--- src/rtl/unpacker_pkg.sv ---
// unpacker_pkg: shared constants for the float-to-Q2.30 unpacker
package unpacker_pkg;
  localparam int          W          = 32;
  localparam int          EXP_W      = 8;
  localparam int          FRAC_W     = 23;
  localparam int          FRAC_BITS  = 30;
  localparam logic [7:0]  FP_BIAS    = 8'd127;
  localparam logic [7:0]  SHIFT_ZERO = 8'd120;
  localparam logic [7:0]  EXP_MAX    = 8'hFF;
  localparam logic [31:0] SAT_POS    = 32'h7FFFFFFF;
  localparam logic [31:0] SAT_NEG    = 32'h80000000;
endpackage

--- src/rtl/unpacker_if.sv ---
// unpacker_if: operand in (in_valid, data) and converted result out (out_valid, result, out_sign, out_special, out_ovf)
interface unpacker_if;
  logic        in_valid;
  logic [31:0] data;
  logic        out_valid;
  logic [31:0] result;
  logic        out_sign;
  logic        out_special;
  logic        out_ovf;
  modport master (output in_valid, data, input out_valid, result, out_sign, out_special, out_ovf);
  modport slave  (input in_valid, data, output out_valid, result, out_sign, out_special, out_ovf);
endinterface

--- src/rtl/unpacker_shift.sv ---
// unpacker_shift: 24-bit mantissa to 31-bit magnitude barrel shifter
// ports: mant_i mantissa with hidden bit, exp_i biased exponent, mag_o magnitude, ovf_o magnitude >= 2.0
module unpacker_shift
  import unpacker_pkg::*;
(
  input  logic [23:0] mant_i,
  input  logic [7:0]  exp_i,
  output logic [30:0] mag_o,
  output logic        ovf_o
);
  logic [2:0] sl;
  logic [7:0] sr;
  assign sl    = 3'(exp_i - SHIFT_ZERO);
  assign sr    = SHIFT_ZERO - exp_i;
  assign ovf_o = exp_i > FP_BIAS;
  // left shifts stop at 7 below overflow; right shifts of 24+ clear every bit
  assign mag_o = ovf_o ? '0
               : exp_i >= SHIFT_ZERO ? {7'd0, mant_i} << sl
               : sr >= 8'd24 ? '0
               : {7'd0, mant_i} >> sr[4:0];
endmodule

--- src/rtl/unpacker.sv ---
// unpacker: IEEE-754 single to Q2.30 fixed point, one registered stage
// ports: clk, rst_n async active-low, bus slave modport of unpacker_if
module unpacker
  import unpacker_pkg::*;
(
  input logic       clk,
  input logic       rst_n,
  unpacker_if.slave bus
);
  logic        s;
  logic [7:0]  e;
  logic [22:0] f;
  logic [30:0] mag;
  logic [31:0] m32;
  logic        big, nan, sat;
  logic [31:0] res_d, res_q;
  logic        ovf_d, ovf_q, special_d, special_q, sign_q, valid_q;
  assign {s, e, f} = bus.data;
  unpacker_shift u_shift (.mant_i({e != '0, f}), .exp_i(e), .mag_o(mag), .ovf_o(big));
  assign m32       = {1'b0, mag};
  assign nan       = e == EXP_MAX && f != '0;
  assign sat       = big && !nan;
  assign res_d     = nan ? '0 : sat ? (s ? SAT_NEG : SAT_POS) : s ? -m32 : m32;
  assign ovf_d     = sat || nan;
  assign special_d = e == FP_BIAS && f == '0;
  always_ff @(posedge clk or negedge rst_n)
    if (!rst_n) begin
      valid_q   <= 1'b0;
      res_q     <= '0;
      sign_q    <= 1'b0;
      special_q <= 1'b0;
      ovf_q     <= 1'b0;
    end else begin
      valid_q <= bus.in_valid;
      if (bus.in_valid) begin
        res_q     <= res_d;
        sign_q    <= s;
        special_q <= special_d;
        ovf_q     <= ovf_d;
      end
    end
  assign bus.out_valid   = valid_q;
  assign bus.result      = res_q;
  assign bus.out_sign    = sign_q;
  assign bus.out_special = special_q;
  assign bus.out_ovf     = ovf_q;
endmodule

--- src/flat_wrapper.sv ---
// flat-port wrapper written by rule: the top's interface ports become plain ports
module unpacker_flat import unpacker_pkg::*;
  (clk, rst_n, bus_in_valid, bus_data, bus_out_valid, bus_result, bus_out_sign, bus_out_special, bus_out_ovf);
  unpacker_if bus_i ();
  input logic clk;
  input logic rst_n;
  input wire logic [$bits(bus_i.in_valid)-1:0] bus_in_valid;
  input wire logic [$bits(bus_i.data)-1:0] bus_data;
  output wire logic [$bits(bus_i.out_valid)-1:0] bus_out_valid;
  output wire logic [$bits(bus_i.result)-1:0] bus_result;
  output wire logic [$bits(bus_i.out_sign)-1:0] bus_out_sign;
  output wire logic [$bits(bus_i.out_special)-1:0] bus_out_special;
  output wire logic [$bits(bus_i.out_ovf)-1:0] bus_out_ovf;
  assign bus_i.in_valid = bus_in_valid;
  assign bus_i.data = bus_data;
  assign bus_out_valid = bus_i.out_valid;
  assign bus_result = bus_i.result;
  assign bus_out_sign = bus_i.out_sign;
  assign bus_out_special = bus_i.out_special;
  assign bus_out_ovf = bus_i.out_ovf;
  unpacker u_core (.clk(clk), .rst_n(rst_n), .bus(bus_i));
endmodule
--- config.mk ---
export PLATFORM = sky130hd
export DESIGN_NAME = unpacker_flat
export DESIGN_NICKNAME = d
export VERILOG_FILES = /design/src/rtl/unpacker_pkg.sv /design/src/rtl/unpacker_if.sv /design/src/rtl/unpacker_shift.sv /design/src/rtl/unpacker.sv /design/src/flat_wrapper.sv
export SDC_FILE = /design/constraint.sdc
export NUM_CORES = 1
export LEC_CHECK = 0
export ABC_AREA = 1
export BUFFER_PORTS_ARGS = -buffer_cell sky130_fd_sc_hd__buf_2
export CAP_MARGIN = 20
export CORE_MARGIN = 2
export CORE_UTILIZATION = 30
export CTS_BUF_LIST = sky130_fd_sc_hd__clkbuf_2
export DETAILED_ROUTE_END_ITERATION = 6
export PLACE_DENSITY = 0.48
export SLEW_MARGIN = 20
export SYNTH_ARGS = -nofsm -noshare
export SYNTH_HDL_FRONTEND = slang
export SYNTH_SLANG_ARGS = --single-unit
--- constraint.sdc ---
create_clock -name clk -period 1.91 [get_ports clk]
set_input_delay 0.382 -clock clk [delete_from_list [all_inputs] [get_ports clk]]
set_output_delay 0.382 -clock clk [all_outputs]
set_load 0.02 [all_outputs]
==> results.yml <==
status:
  status: "finished with violations"
  violations: "negative setup slack"
worst_setup_path:
  critPathKind: "in -> reg"
  slowest_stage: "buf_4"
  slowest_delay_ns: 0.20
  cp-end-kind: "register"
  cp_common_cell: "nand2_1"
  cp_max_fo: 5
  r2r_setup_slack_ns: 1.17
  critical_path_required_ns: 2.24
  arrival_ns: 2.85
  start_kind: "input pin"
floorplan:
  die_w_um: 134
  dieArea_um2: 18000
  core_um2: 16600
  io_pins: 71
  start_util_pct: 30.7
  rows: 47
  fp.dieH_um: 134
clock_network:
  cts_made_buffers: 5
  clk_pin_slew_ns: 0.20
  cts_tree: "yes"
  ctsHtreeMaxLevel: 2
  root_buffer: "clkbuf_2"
  cts_sinks: 36
  clockBufferDepth: 2
  clock_latency_ns: 0.40
cells_and_area:
  multiInputGateArea_um2: 4340
  seq_area_um2: 901
  final_nets: 1234
  fillerInstances: 1820
  n_antenna_cell: 0
  drive_gt1_share_pct: 40.8
  syn_to_final_growth_pct: 61.0
  finish.instance_area_um2: 8210
synthesis:
  synth_fa_ha_area_share_pct: 1.23
  yosysWarnings: 0
  synth.area.mux_share_pct: 0.393
  synth_area_um2: 5100
  synth_top_family_by_area: "simple AND/OR/NAND/NOR gates"
  synth_area_per_cell_um2: 5.44
  synth-simple-area-share_pct: 56.6
  ys_seq_area_share_pct: 17.7
  synth-seq-cells: 36
  synth_fp_nets: 976
  synthCells: 936
  yosysUniqueCellTypes: 49
  synth_xor_area_share_pct: 0.663
  synth_compound_area_share_pct: 12.8
timing:
  grt_setup_unrepaired: "yes"
  fin_crit_ns: 2.52
  setup_viol: 31
  finalCritPeriodShare_pct: 132
  max_freq_mhz: 397
  worst_slack_ns: -0.610
  slew_viol_final: 0
  max_slew_margin_pct: 66.5
  timing.hold.ws_ns: 0.160
  worst-slew-pin-transition_ns: 0.501
  skew_ns: 0
  finalHoldViolCount: 0
detailed_routing:
  viasPerCell: 4.87
  drtPass1Iterations: 5
  ant_nets: 0
  drt_wl_total_mm: 20.5
  wl_per_cell_um: 14.5
  dr_total_vias: 6897
  drc_errors: 0
  drtIter0Drc: 520
power:
  power.total_mw: 3.70
  ir_drop_mv: 0.255
  p_leak_nw: 4.38
  cellPowerDensity_nw_per_um2: 450
place:
  globalplace.congestion: 0.909
  buffer_ports.inserted: 70
  placedInstanceArea_um2: 7150
  place_hpwl_mm: 16.4
run:
  drv_cap: 0
min_path:
  hp-class: "in -> reg"
global_routing:
  grt_pass1_vias: 6461
  antenna_found_initial: 0
  grt-ovfl-total: 0
  grt_util_all_layers_pct: 22.5
  grt_pass1_wl_mm: 32.8
  grt_max_degree: 37
## through the flow
step	TNS, ns	cells	worst slack, ns	utilization (%)
after floorplan	-21.75	936	-0.906	-
after global placement	-33.61	1377	-1.16	43.1
after detailed placement	-33.95	1377	-1.17	43.1
after CTS	-15.50	1399	-0.589	46.3
after global routing	-18.84	1415	-0.700	49.5
final	-15.75	1415	-0.610	49.5
## synth_stat cells, drive strengths merged
library cell  instances  area (µm²)
nand2               365        1410
nand3               139         728
nor2                109         479
o21ai                76         388
inv                  72         275
dfrtp                36         901
buf                  30         204
a21oi                19        98.9
nand4                17         106
clkbuf               16        60.1
and2                  6        40.0
nor3                  6        35.0
ha                    5        62.6
o21bai                5        45.0
or2                   5        31.3
a31oi                 4        25.0
nor4                  4        25.0
a22o                  3        26.3
nand3b                3        22.5
a22oi                 2        15.0
mux2i                 2        20.0
o211ai                2        15.0
o31ai                 2        15.0
xor2                  2        17.5
clkinv                1        3.75
nor3b                 1        7.51
o21a                  1        7.51
o22a                  1        8.76
o22ai                 1        6.26
xnor2                 1        16.3
## cell usage in the layout (no fill, tap or decap), types with 10 or more instances in the layout
cell type / instances
buf_2: 66
inv_2: 14
nand4_1: 17
buf_12: 11
nand3_4: 10
nor2_1: 63
nor2_4: 17
a21oi_1: 14
o21ai_0: 37
nand2_1: 315
nand3_1: 107
nand2_4: 10
buf_4: 202
nor2_2: 29
nand2_2: 39
nand3_2: 22
inv_1: 51
o21ai_1: 29
dfrtp_1: 36
## timing repair
action,in CTS,in global routing
endpoints found under the hold margin,36,0
setup buffers,10,18
hold buffers,1,0
resized for setup,78,102
endpoints found under the setup margin,32,31
cloned,3,1
pin swaps,34,68
## critical path: cells and delay by family
kind	cells	cell delay, ns
compound gates	2	0.25
fa+ha+maj	1	0.19
buf+inv	6	0.61
simple gates	17	1.40
## routing by layer
metal | GRT usage, % | vias up | part of all wire, %
li1 | - | 3565 | -
met1 | 31.8 | 3196 | 48
met2 | 38.5 | 127 | 48
met3 | 2.12 | 9 | 3.6
met4 | 2.22 | 0 | 0.44
met5 | 0 | - | 0
## where the power goes
part           total [mW]  switching, mW  internal [mW]
clock               0.358          0.270         0.0883
sequential          0.909         0.0517          0.857
combinational        2.43           1.39           1.04
total                3.70           1.71           1.99
## final timing paths
check / to / cells past startpoint / start
setup / recovery: u_core.bus.result[13] / 26 / bus_data[24]
hold / removal: u_core.bus.out_valid / 1 / bus_in_valid
setup reg to reg: u_core.bus.result[12] / 1 / u_core.bus.result[12]
hold reg to reg: u_core.bus.out_sign / 2 / u_core.bus.out_sign
max in group asynchronous: u_core.bus.result[25] / 3 / rst_n
min in group asynchronous: u_core.bus.result[3] / 3 / rst_n
## cells by family after synthesis
kind of cell | count (synthesis)
flops | 36
xor+xnor | 3
buf+inv | 119
compound gates | 116
mux | 2
simple gates | 655
fa+ha+maj | 5
## cell type report
type,instances,share of cell area [%]
inverter,73,3.80
tap,220,3.35
timing repair buffer,297,28.5
sequential,36,11.0
clock inverter,3,0.229
clock buffer,5,0.305
multi-input combinational,781,52.8
## registers in the layout, indices dropped and copies added, names as in the netlist
signal and count:
u_core.bus.out_ovf 1, u_core.bus.out_sign 1, u_core.bus.out_special 1, u_core.bus.out_valid 1, u_core.bus.result 32
Note: power is estimated with default switching activity, not from simulation.
